## src/rtl/lcd_receiver.sv

```systemverilog
// lcd_receiver: passive HD44780 bus listener that mirrors a 2x16 character display.
//
// Watches the LCD bus driven by an external controller, decodes each write on the
// falling edge of LCD_EN and keeps a 32-byte DDRAM mirror plus cursor, entry mode and
// display-on state. It also emulates the busy period that a real panel would impose.
//
// Ports:
//   clk, reset            system clock, asynchronous active-high reset
//   LCD_ON/RS/EN/RW/DATA  HD44780 bus being observed (asynchronous to clk)
//   rd_addr, rd_char      mirror read port: index 0-15 is line 1, 16-31 is line 2;
//                         rd_char is registered, so it lags rd_addr by one cycle
//   cursor                current DDRAM index
//   busy                  emulated busy flag
//   display_on            display-control D bit
//   char_valid, cmd_valid one-cycle pulses on each accepted data write / command
//   overrun, bad_addr     sticky error flags, cleared only by reset
module lcd_receiver #(
   parameter int BUSY_CYCLES  = 2000,
   parameter int CLEAR_CYCLES = 82000
) (
   input  logic       clk,
   input  logic       reset,
   input  logic       LCD_ON,
   input  logic       LCD_RS,
   input  logic       LCD_EN,
   input  logic       LCD_RW,
   input  logic [7:0] LCD_DATA,
   input  logic [4:0] rd_addr,
   output logic [7:0] rd_char,
   output logic [4:0] cursor,
   output logic       busy,
   output logic       display_on,
   output logic       char_valid,
   output logic       cmd_valid,
   output logic       overrun,
   output logic       bad_addr
);

   localparam int MaxCycles = (CLEAR_CYCLES > BUSY_CYCLES) ? CLEAR_CYCLES : BUSY_CYCLES;
   localparam int CntW      = $clog2(MaxCycles + 1);

   // The counter is loaded on entry to EXEC and busy ends once it has run down to zero,
   // so loading N-1 yields exactly N busy cycles.
   localparam logic [CntW-1:0] BusyLoad  = CntW'(BUSY_CYCLES - 1);
   localparam logic [CntW-1:0] ClearLoad = CntW'(CLEAR_CYCLES - 1);

   localparam logic [1:0] StIdle = 2'd0;
   localparam logic [1:0] StExec = 2'd1;
   localparam logic [1:0] StFill = 2'd2;
   localparam logic [1:0] StWait = 2'd3;

   localparam logic [7:0] Blank = 8'h20;

   // LCD_EN synchroniser and edge history
   logic en_meta_q, en_meta_d;
   logic en_sync_q, en_sync_d;
   logic en_prev_q, en_prev_d;

   // Transaction captured on the detection cycle
   logic       txn_valid_q, txn_valid_d;
   logic       txn_rs_q, txn_rs_d;
   logic [7:0] txn_data_q, txn_data_d;

   logic [1:0]      state_q, state_d;
   logic [CntW-1:0] cnt_q, cnt_d;
   logic [CntW-1:0] cnt_dec;
   logic [4:0]      fill_q, fill_d;
   logic            is_clear_q, is_clear_d;

   logic [4:0] cursor_q, cursor_d;
   logic       id_q, id_d;
   logic       display_on_q, display_on_d;
   logic       char_valid_q, char_valid_d;
   logic       cmd_valid_q, cmd_valid_d;
   logic       overrun_q, overrun_d;
   logic       bad_addr_q, bad_addr_d;
   logic [7:0] rd_char_q, rd_char_d;
   logic [7:0] ddram_q [32];
   logic [7:0] ddram_d [32];

   always_comb begin
      en_meta_d = LCD_EN;
      en_sync_d = en_meta_q;
      en_prev_d = en_sync_q;

      // Reads and powered-off cycles are filtered here so they never reach the FSM.
      txn_valid_d = en_prev_q & ~en_sync_q & LCD_ON & ~LCD_RW;
      txn_rs_d    = LCD_RS;
      txn_data_d  = LCD_DATA;

      cnt_dec = (cnt_q == '0) ? '0 : cnt_q - CntW'(1);

      state_d      = state_q;
      cnt_d        = cnt_q;
      fill_d       = fill_q;
      is_clear_d   = is_clear_q;
      cursor_d     = cursor_q;
      id_d         = id_q;
      display_on_d = display_on_q;
      char_valid_d = 1'b0;
      cmd_valid_d  = 1'b0;
      overrun_d    = overrun_q;
      bad_addr_d   = bad_addr_q;
      ddram_d      = ddram_q;
      rd_char_d    = ddram_q[rd_addr];

      if (txn_valid_q && (state_q != StIdle)) begin
         overrun_d = 1'b1;
      end

      case (state_q)
         StIdle: begin
            if (txn_valid_q) begin
               state_d    = StExec;
               cnt_d      = BusyLoad;
               is_clear_d = 1'b0;
               if (txn_rs_q) begin
                  ddram_d[cursor_q] = txn_data_q;
                  // 5-bit wrap gives 15<->16 and 31<->0 for free
                  cursor_d     = id_q ? cursor_q + 5'd1 : cursor_q - 5'd1;
                  char_valid_d = 1'b1;
               end else begin
                  cmd_valid_d = 1'b1;
                  unique casez (txn_data_q)
                     8'b1???????: begin
                        if (txn_data_q[6:4] == 3'b000) begin
                           cursor_d = {1'b0, txn_data_q[3:0]};
                        end else if (txn_data_q[6:4] == 3'b100) begin
                           cursor_d = {1'b1, txn_data_q[3:0]};
                        end else begin
                           bad_addr_d = 1'b1;
                        end
                     end
                     // function set, shift, CGRAM address: acknowledged, no mirror state
                     8'b01??????, 8'b001?????, 8'b0001????: ;
                     8'b00001???: display_on_d = txn_data_q[2];
                     8'b000001??: id_d = txn_data_q[1];
                     8'b0000001?: begin
                        cursor_d = 5'd0;
                        cnt_d    = ClearLoad;
                     end
                     8'b00000001: begin
                        cursor_d   = 5'd0;
                        id_d       = 1'b1;
                        is_clear_d = 1'b1;
                        cnt_d      = ClearLoad;
                     end
                     default: ;
                  endcase
               end
            end
         end

         StExec: begin
            cnt_d  = cnt_dec;
            fill_d = 5'd0;
            if (is_clear_q) begin
               state_d = StFill;
            end else if (cnt_q == '0) begin
               state_d = StIdle;
            end else begin
               state_d = StWait;
            end
         end

         // One byte per cycle; these cycles are part of the clear busy time.
         StFill: begin
            ddram_d[fill_q] = Blank;
            fill_d          = fill_q + 5'd1;
            cnt_d           = cnt_dec;
            if (fill_q == 5'd31) begin
               state_d = StWait;
            end
         end

         StWait: begin
            if (cnt_q == '0) begin
               state_d = StIdle;
            end else begin
               cnt_d = cnt_dec;
            end
         end

         default: state_d = StIdle;
      endcase
   end

   always_ff @(posedge clk or posedge reset) begin
      if (reset) begin
         en_meta_q    <= 1'b0;
         en_sync_q    <= 1'b0;
         en_prev_q    <= 1'b0;
         txn_valid_q  <= 1'b0;
         txn_rs_q     <= 1'b0;
         txn_data_q   <= 8'h00;
         state_q      <= StIdle;
         cnt_q        <= '0;
         fill_q       <= 5'd0;
         is_clear_q   <= 1'b0;
         cursor_q     <= 5'd0;
         id_q         <= 1'b1;
         display_on_q <= 1'b0;
         char_valid_q <= 1'b0;
         cmd_valid_q  <= 1'b0;
         overrun_q    <= 1'b0;
         bad_addr_q   <= 1'b0;
         rd_char_q    <= Blank;
         for (int i = 0; i < 32; i++) begin
            ddram_q[i] <= Blank;
         end
      end else begin
         en_meta_q    <= en_meta_d;
         en_sync_q    <= en_sync_d;
         en_prev_q    <= en_prev_d;
         txn_valid_q  <= txn_valid_d;
         txn_rs_q     <= txn_rs_d;
         txn_data_q   <= txn_data_d;
         state_q      <= state_d;
         cnt_q        <= cnt_d;
         fill_q       <= fill_d;
         is_clear_q   <= is_clear_d;
         cursor_q     <= cursor_d;
         id_q         <= id_d;
         display_on_q <= display_on_d;
         char_valid_q <= char_valid_d;
         cmd_valid_q  <= cmd_valid_d;
         overrun_q    <= overrun_d;
         bad_addr_q   <= bad_addr_d;
         rd_char_q    <= rd_char_d;
         ddram_q      <= ddram_d;
      end
   end

   assign rd_char    = rd_char_q;
   assign cursor     = cursor_q;
   assign busy       = (state_q != StIdle);
   assign display_on = display_on_q;
   assign char_valid = char_valid_q;
   assign cmd_valid  = cmd_valid_q;
   assign overrun    = overrun_q;
   assign bad_addr   = bad_addr_q;

endmodule

```

## config.mk

```make
export PLATFORM = sky130hd
export DESIGN_NAME = lcd_receiver
export DESIGN_NICKNAME = d
export VERILOG_FILES = /design/src/rtl/lcd_receiver.sv
export SDC_FILE = /design/constraint.sdc
export NUM_CORES = 1
export LEC_CHECK = 0
export ABC_AREA = 1
export BUFFER_PORTS_ARGS = -buffer_cell sky130_fd_sc_hd__buf_2
export CORE_MARGIN = 5
export CORE_UTILIZATION = 54
export CTS_BUF_LIST = sky130_fd_sc_hd__clkbuf_2 sky130_fd_sc_hd__clkbuf_4 sky130_fd_sc_hd__clkbuf_8
export DETAILED_ROUTE_END_ITERATION = 12
export PLACE_DENSITY = 0.71
export REMOVE_ABC_BUFFERS = 1
export SYNTH_ARGS = -nofsm -noshare
export SYNTH_HDL_FRONTEND = slang
export SYNTH_SLANG_ARGS = --single-unit
```

## constraint.sdc

```tcl
create_clock -name clk -period 11.1 [get_ports clk]
set_clock_uncertainty 0.2 [all_clocks]
set_input_delay 0.555 -clock clk [delete_from_list [all_inputs] [get_ports clk]]
set_output_delay 0.555 -clock clk [all_outputs]
set_load 0.1 [all_outputs]
```

==> results of run 1 <==
kinds of logic after synthesis:
| logic type | count (synthesis) | synth area share, % |
|---|---|---|
| AOI/OAI and AO/OA | 215 | 8.029 |
| xor gates and xnor gates | 6 | 0.3146 |
| adders and majority gates | 15 | 1.168 |
| buffers and inverters | 244 | 6.179 |
| DFF | 313 | 47.14 |
| and+or+nand+nor | 1485 | 37.17 |
critical path, delay by kind of cell:
family                 cells  cell delay, ns
buffers and inverters      5            2.96
final timing paths:
path	startpoint	endpoint	slack (ns)	cells after the start
setup / recovery	reset	ddram_q[154]	7.80	5
hold / removal	rd_addr[4]	rd_char[5]	0.08	3
setup reg to reg	state_q[0]	ddram_q[127]	7.81	12
hold reg to reg	en_meta_q	en_prev_d	0.16	0
max in group clk	state_q[0]	ddram_q[127]	7.81	12
min in group asynchronous	reset	ddram_q[3]	0.41	3
report_power, final:
group          switching, mW  leakage [nW]  internal, mW
Sequential             0.313          3.99          1.62
Clock                  0.499         0.656         0.672
Combinational           1.04          4.87         0.453
metrics by stage:
stage	util (%)	total power, mW	worst slack (ns)	cells	area (um2)
6_report	60.21	4.607	7.798	2739	18420
5_1_grt	60.21	4.928	7.324	2739	18420
4_1_cts	60.21	4.607	7.729	2739	18420
3_5_place_dp	55.76	3.422	7.509	2626	17060
3_3_place_gp	55.76	3.374	7.517	2626	17060
2_1_floorplan	-	3.002	1.743	2173	16210
cell usage after synthesis, types with 8 or more instances:
master	count
nand2_1	1059
dfrtp_1	279
nand3_1	234
nor2_1	132
o21ai_0	131
inv_1	119
clkbuf_1	54
dfstp_2	34
a21oi_1	29
buf_2	28
o21ai_2	17
a21oi_2	15
buf_1	14
ha_1	14
nand2_2	13
nand4_1	13
nor2_8	10
clkinv_2	9
a21oi_4	8
inv_2	8
area by class of cell:
cell class,count,share of cell area (%)
Sequential cell,313,42.76
Tap cell,396,2.690
Timing Repair Buffer,70,2.541
Multi-Input combinational cell,1721,42.34
Clock inverter,12,0.5163
Clock buffer,88,6.168
Inverter,139,2.989
registers in the layout (all words and copies together), names as in the netlist, 5 cells and up, named ones only:
register	count
ddram_q	256
cnt_q	17
rd_char	8
txn_data_q	8
cursor	5
fill_q	5
repair_timing:
action / CTS / global route
buffers inserted: 0 / 0
endpoints found under the setup margin: 0 / 0
endpoints found under the hold margin: 96 / 0
hold buffers: 13 / 0
layer usage:
metal	track usage [%]	vias up	share of wire (%)
li1	-	7219	-
met1	40.47	7280	43
met2	45.83	641	47
met3	4.612	118	7.4
met4	10.52	0	3.3
met5	0	-	0
==> impl_metrics.xml, run 1 <==
<?xml version="1.0" encoding="UTF-8"?>
<metrics>
  <group name="detailed_routing">
    <metric name="drt_first_iter_violations" unit="">1722</metric>
    <metric name="routed_via_density" unit="">5.571</metric>
    <metric name="detail_route.drc_violations" unit="">0</metric>
    <metric name="firstDrtPassIters" unit="">5</metric>
    <metric name="avgRoutedWirePerCell" unit="um">17.94</metric>
    <metric name="route.final.wire_length" unit="um">49140</metric>
    <metric name="drtAntennaViolNets" unit="">0</metric>
    <metric name="num_vias" unit="">15260</metric>
  </group>
  <group name="cts">
    <metric name="tritoncts" unit="">yes</metric>
    <metric name="cts.clk_slew.worst_paths" unit="ns">0.07</metric>
    <metric name="numCtsBuffers" unit="">53</metric>
    <metric name="clock_tree.htree_level_count" unit="">2</metric>
    <metric name="clk_latency" unit="ns">0.61</metric>
    <metric name="root_buffer" unit="">clkbuf_8</metric>
    <metric name="cts.sinks" unit="">313</metric>
    <metric name="cts.path.max_buffers" unit="">3</metric>
    <metric name="postCtsResizedCells" unit="">0</metric>
  </group>
  <group name="yosys">
    <metric name="synth_cells" unit="">2278</metric>
    <metric name="synth-main-ff-cell" unit="">dfrtp_1</metric>
    <metric name="ys_types" unit="">42</metric>
    <metric name="synth-seq-cells" unit="">313</metric>
    <metric name="synth_edf_count" unit="">0</metric>
    <metric name="netlist_area" unit="um2">16700</metric>
    <metric name="netlist.top_cell.by_area" unit="">dfrtp_1</metric>
    <metric name="synth_warnings" unit="">0</metric>
    <metric name="syn-mean-instance-area" unit="um2">7.333</metric>
    <metric name="postSynth.asyncResetShare" unit="%">100.0</metric>
    <metric name="synth_largest_type_area_fraction" unit="%">41.79</metric>
    <metric name="synth.yosys.seq_area_share" unit="%">47.14</metric>
    <metric name="post_synth_main_area_contributors" unit="">dfrtp_1, nand2_1, nand3_1</metric>
  </group>
  <group name="die">
    <metric name="design.portCount" unit="">38</metric>
    <metric name="vertical_die_dimension" unit="um">185.9</metric>
    <metric name="design.core.area" unit="um2">30590</metric>
    <metric name="die_width" unit="um">185.9</metric>
    <metric name="die_area" unit="um2">34550</metric>
    <metric name="initial_standard_cell_utilization_of_the_core" unit="%">54.61</metric>
    <metric name="rows" unit="">64</metric>
  </group>
  <group name="layout">
    <metric name="layout.cells.most_common" unit="">nand2_1</metric>
    <metric name="synthToLayoutAreaGrowth" unit="%">10.25</metric>
    <metric name="area_of_the_multi_input_gates" unit="um2">7797</metric>
    <metric name="antenna_cell_count" unit="">0</metric>
    <metric name="final-seq-area" unit="um2">7875</metric>
    <metric name="layout-drive-gt1-share" unit="%">12.51</metric>
    <metric name="num-nets-final" unit="">2332</metric>
    <metric name="final_cell_mix" unit="">nand2_1, dfrtp_1, nand3_1</metric>
    <metric name="layout.filler_cells" unit="">2870</metric>
  </group>
  <group name="setup_path">
    <metric name="critical_path_required" unit="ns">11.47</metric>
    <metric name="max_stage_delay" unit="ns">0.94</metric>
    <metric name="critical-path-top-cell-by-count" unit="">buf_4</metric>
    <metric name="critical_path_peak_fanout" unit="">92</metric>
    <metric name="cp-end-kind" unit="">asynchronous set/reset pin</metric>
    <metric name="cpMaxStageDelayCell" unit="">buf_4</metric>
    <metric name="worst_setup_path_start_kind" unit="">input pin</metric>
    <metric name="timing.critical_path.cells" unit="">dlygate4sd3_1 &gt; buf_2 &gt; inv_8 &gt; buf_4 &gt; buf_4</metric>
    <metric name="data_arrival_time_of_the_critical_path" unit="ns">3.67</metric>
    <metric name="timing.setup.critical_path_class" unit="">in2async</metric>
  </group>
  <group name="timing">
    <metric name="fin_worst_hold_slack" unit="ns">0.08161</metric>
    <metric name="maxSlewViolCount" unit="">0</metric>
    <metric name="slew_headroom" unit="%">29.50</metric>
    <metric name="hold_violations" unit="">0</metric>
    <metric name="timing.final.crit_share" unit="%">29.75</metric>
    <metric name="max_freq" unit="GHz">0.3028</metric>
    <metric name="timing.final.crit_period" unit="ns">3.302</metric>
    <metric name="worst_pin_slew" unit="ns">1.057</metric>
    <metric name="unrepaired_setup_endpoints_after_global_routing" unit="">no</metric>
    <metric name="setup_tns" unit="ns">0</metric>
    <metric name="setup_viol_count_final" unit="">0</metric>
  </group>
  <group name="placed_design">
    <metric name="gp_routability_congestion" unit="">0.8868</metric>
    <metric name="io_buffers" unit="">37</metric>
    <metric name="hpwl" unit="um">30550</metric>
  </group>
  <group name="global_routing">
    <metric name="grt-ovfl-total" unit="">0</metric>
    <metric name="grt_use_total" unit="%">28.90</metric>
    <metric name="first_pass_grt_wire_length" unit="um">79300</metric>
    <metric name="number_of_antenna_violations_at_the_first_check_in_global_routing" unit="">0</metric>
    <metric name="number_of_global_route_vias_before_repair" unit="">14690</metric>
    <metric name="largest_net_degree_at_the_start_of_global_routing" unit="">93</metric>
  </group>
  <group name="run">
    <metric name="drv_cap" unit="">0</metric>
  </group>
  <group name="power">
    <metric name="worst_ir_drop_vdd" unit="mV">0.1304</metric>
    <metric name="p_per_area" unit="nW/um2">250.1</metric>
    <metric name="p_leak" unit="nW">9.516</metric>
  </group>
  <group name="hold_path">
    <metric name="hp-class" unit="">in2reg</metric>
  </group>
  <group name="run_status">
    <metric name="status" unit="">finished, final reports clean</metric>
  </group>
</metrics>
Power figures use the tool's default switching activity.
==> run 2, diff against run 1 <==
==> constraint.sdc (replaced) <==
create_clock -name clk -period 3.25 [get_ports clk]
set_clock_uncertainty 0.2 [all_clocks]
set_input_delay 0.1625 -clock clk [delete_from_list [all_inputs] [get_ports clk]]
set_output_delay 0.1625 -clock clk [all_outputs]
set_load 0.1 [all_outputs]
==> run 2 against run 1 <==
Compared with the run above: die area unchanged; via count decreased by 0.99%; worst hold slack worse by 0.047 ns; sequential power rose to 3.4 times the previous value; critical path type is now reg2reg; largest power group unchanged; highest routed layer unchanged.
==> impl_metrics.xml, run 2 (synthesized netlist as in run 1, its figures left out) <==
<?xml version="1.0" encoding="UTF-8"?>
<metrics>
  <group name="setup_path">
    <metric name="ff2ff_setup_slack" unit="ns">0.56</metric>
    <metric name="r2r-start" unit="">state_q[0]</metric>
    <metric name="critical_path_required" unit="ns">3.48</metric>
    <metric name="data_arrival_time_of_the_critical_path" unit="ns">2.92</metric>
    <metric name="cp-end-kind" unit="">flop</metric>
    <metric name="timing.setup.critical_path_class" unit="">reg2reg</metric>
    <metric name="timing.critical_path.cells" unit="">inv_1 &gt; ha_1 &gt; inv_1 &gt; or2_2 &gt; nand2_1 &gt; inv_1 &gt; o21ai_0 &gt; o21ai_0</metric>
    <metric name="critical-path-top-delay-family" unit="">buffers and inverters</metric>
    <metric name="worst_setup_path_start_kind" unit="">flop</metric>
    <metric name="critical_path.startpoint" unit="">state_q[0]</metric>
    <metric name="cpMaxStageDelayCell" unit="">dfrtp_1</metric>
    <metric name="critical-path-top-cell-by-count" unit="">inv_1</metric>
    <metric name="critical_path_peak_fanout" unit="">14</metric>
    <metric name="max_stage_delay" unit="ns">0.42</metric>
    <metric name="count_of_buffer_and_inverter_cells_on_the_critical_path" unit="">3</metric>
  </group>
  <group name="die">
    <metric name="design.core.area" unit="um2">30590</metric>
    <metric name="vertical_die_dimension" unit="um">185.9</metric>
    <metric name="design.portCount" unit="">38</metric>
    <metric name="die_area" unit="um2">34550</metric>
    <metric name="rows" unit="">64</metric>
    <metric name="initial_standard_cell_utilization_of_the_core" unit="%">54.61</metric>
    <metric name="die_width" unit="um">185.9</metric>
  </group>
  <group name="detailed_routing">
    <metric name="top_layer" unit="">met4</metric>
    <metric name="wirelength_met1" unit="um">20400</metric>
    <metric name="route.final.wire_length" unit="um">47420</metric>
    <metric name="routed_via_density" unit="">5.470</metric>
    <metric name="firstDrtPassIters" unit="">7</metric>
    <metric name="dr_wl_met2" unit="um">21680</metric>
    <metric name="num_vias" unit="">15110</metric>
    <metric name="drtAntennaViolNets" unit="">0</metric>
    <metric name="detail_route.drc_violations" unit="">0</metric>
    <metric name="avgRoutedWirePerCell" unit="um">17.17</metric>
    <metric name="met3RoutedLength" unit="um">3454</metric>
    <metric name="drt_first_iter_violations" unit="">1406</metric>
  </group>
  <group name="layout">
    <metric name="final_cell_mix" unit="">nand2_1, dfrtp_1, nand3_1</metric>
    <metric name="layout.filler_cells" unit="">2810</metric>
    <metric name="antenna_cell_count" unit="">0</metric>
    <metric name="layout.cells.most_common" unit="">nand2_1</metric>
    <metric name="area_of_the_multi_input_gates" unit="um2">7797</metric>
    <metric name="num-nets-final" unit="">2354</metric>
    <metric name="top_register" unit="">ddram_q</metric>
    <metric name="synthToLayoutAreaGrowth" unit="%">12.22</metric>
    <metric name="finished_layout_cells" unit="">2762</metric>
    <metric name="flip_flop_count_of_the_largest_register_after_layout" unit="">256</metric>
    <metric name="layout-drive-gt1-share" unit="%">12.93</metric>
    <metric name="final-seq-area" unit="um2">7875</metric>
    <metric name="reg.largest.list" unit="">ddram_q: 256 flops, cnt_q: 17 flops</metric>
  </group>
  <group name="cts">
    <metric name="cts.sinks" unit="">313</metric>
    <metric name="tritoncts" unit="">yes</metric>
    <metric name="clk_latency" unit="ns">0.60</metric>
    <metric name="clock_tree.htree_level_count" unit="">2</metric>
    <metric name="post_cts_hold_buffer_count" unit="">23</metric>
    <metric name="root_buffer" unit="">clkbuf_8</metric>
    <metric name="post-cts-setup-buffers" unit="">0</metric>
    <metric name="cts.path.max_buffers" unit="">3</metric>
    <metric name="numCtsBuffers" unit="">55</metric>
    <metric name="cts.clk_slew.worst_paths" unit="ns">0.06</metric>
    <metric name="postCtsResizedCells" unit="">0</metric>
  </group>
  <group name="timing">
    <metric name="setup_slack" unit="ns">0.5650</metric>
    <metric name="slew_headroom" unit="%">46.50</metric>
    <metric name="maxSlewViolCount" unit="">0</metric>
    <metric name="setup_tns" unit="ns">0</metric>
    <metric name="unrepaired_setup_endpoints_after_global_routing" unit="">no</metric>
    <metric name="max_freq" unit="GHz">0.3724</metric>
    <metric name="hold_violations" unit="">0</metric>
    <metric name="timing.final.crit_period" unit="ns">2.685</metric>
    <metric name="timing.final.crit_share" unit="%">82.62</metric>
    <metric name="setup_viol_count_final" unit="">0</metric>
    <metric name="worst_pin_slew" unit="ns">0.8025</metric>
  </group>
  <group name="placed_design">
    <metric name="hpwl" unit="um">30590</metric>
    <metric name="gp_routability_congestion" unit="">0.9266</metric>
    <metric name="io_buffers" unit="">37</metric>
    <metric name="place_ws" unit="ns">0.5975</metric>
    <metric name="dp.cells" unit="">2636</metric>
  </group>
  <group name="power">
    <metric name="p_leak" unit="nW">9.671</metric>
    <metric name="p_per_area" unit="nW/um2">854.0</metric>
    <metric name="worst_ir_drop_vdd" unit="mV">0.5189</metric>
    <metric name="p_total" unit="mW">16.01</metric>
  </group>
  <group name="global_routing">
    <metric name="grt-ovfl-total" unit="">0</metric>
    <metric name="number_of_antenna_violations_at_the_first_check_in_global_routing" unit="">0</metric>
    <metric name="grt_use_total" unit="%">28.20</metric>
    <metric name="number_of_global_route_vias_before_repair" unit="">14660</metric>
    <metric name="first_pass_grt_wire_length" unit="um">77780</metric>
    <metric name="largest_net_degree_at_the_start_of_global_routing" unit="">130</metric>
  </group>
  <group name="hold_path">
    <metric name="hp-class" unit="">in2reg</metric>
    <metric name="hp-start" unit="">LCD_RS</metric>
  </group>
  <group name="run">
    <metric name="drv_cap" unit="">0</metric>
  </group>
  <group name="run_status">
    <metric name="status" unit="">finished, final reports clean</metric>
  </group>
</metrics>
-- run 2: cell count changes in the layout (fill, tap and decap cells not counted), sizes merged --
cell         before  now
dlygate4sd3      13   23
inv             130  128
clkinv           19   16
buf              57   67
clkbuf           88   90
bufinv            1    7
-- run 2: path summary, 6_finish.rpt --
check,end,depth (start not counted)
max,cnt_q[1],8
min,txn_rs_q,2
max reg2reg,cnt_q[1],8
min reg2reg,en_prev_d,0
max in group asynchronous,ddram_q[108],4
min in group asynchronous,ddram_q[20],3
-- run 2: worst register-to-register path, stage by stage (launching register included) --
cell     delay, ns
dfrtp_1       0.42
inv_1         0.13
ha_1          0.37
inv_1         0.27
or2_2         0.35
nand2_1       0.28
inv_1         0.30
o21ai_0       0.13
o21ai_0       0.10
-- run 2: through the flow --
step | util [%] | area, um2 | hold WS, ns
3_5_place_dp | 56.25 | 17210 | 0.07183
4_1_cts | 61.29 | 18750 | 0.0007729
3_3_place_gp | 56.25 | 17210 | 0.07169
6_report | 61.29 | 18750 | 0.03507
2_1_floorplan | - | 16210 | -0.006070
5_1_grt | 61.29 | 18750 | 0.02769
-- run 2: report_power, final --
group          internal, mW  switching (mW)  total, mW
sequential             5.55           0.990       6.54
combinational          1.61            3.59       5.19
clock                  2.62            1.66       4.28
total                  9.78            6.23       16.0
-- run 2: cell type report --
| class | instances | area share [%] |
|---|---|---|
| multi-input combinational | 1721 | 41.59 |
| sequential | 313 | 42.01 |
| timing repair buffer | 90 | 3.831 |
| inverter | 139 | 2.937 |
| clock inverter | 13 | 1.315 |
| clock buffer | 90 | 5.673 |
| tap | 396 | 2.643 |
-- run 2: layer usage --
layer | vias to the layer above | global-route usage, %
met4 | 0 | 10.67
met5 | - | 0
met3 | 127 | 4.847
met2 | 541 | 44.92
li1 | 7274 | -
met1 | 7165 | 38.90
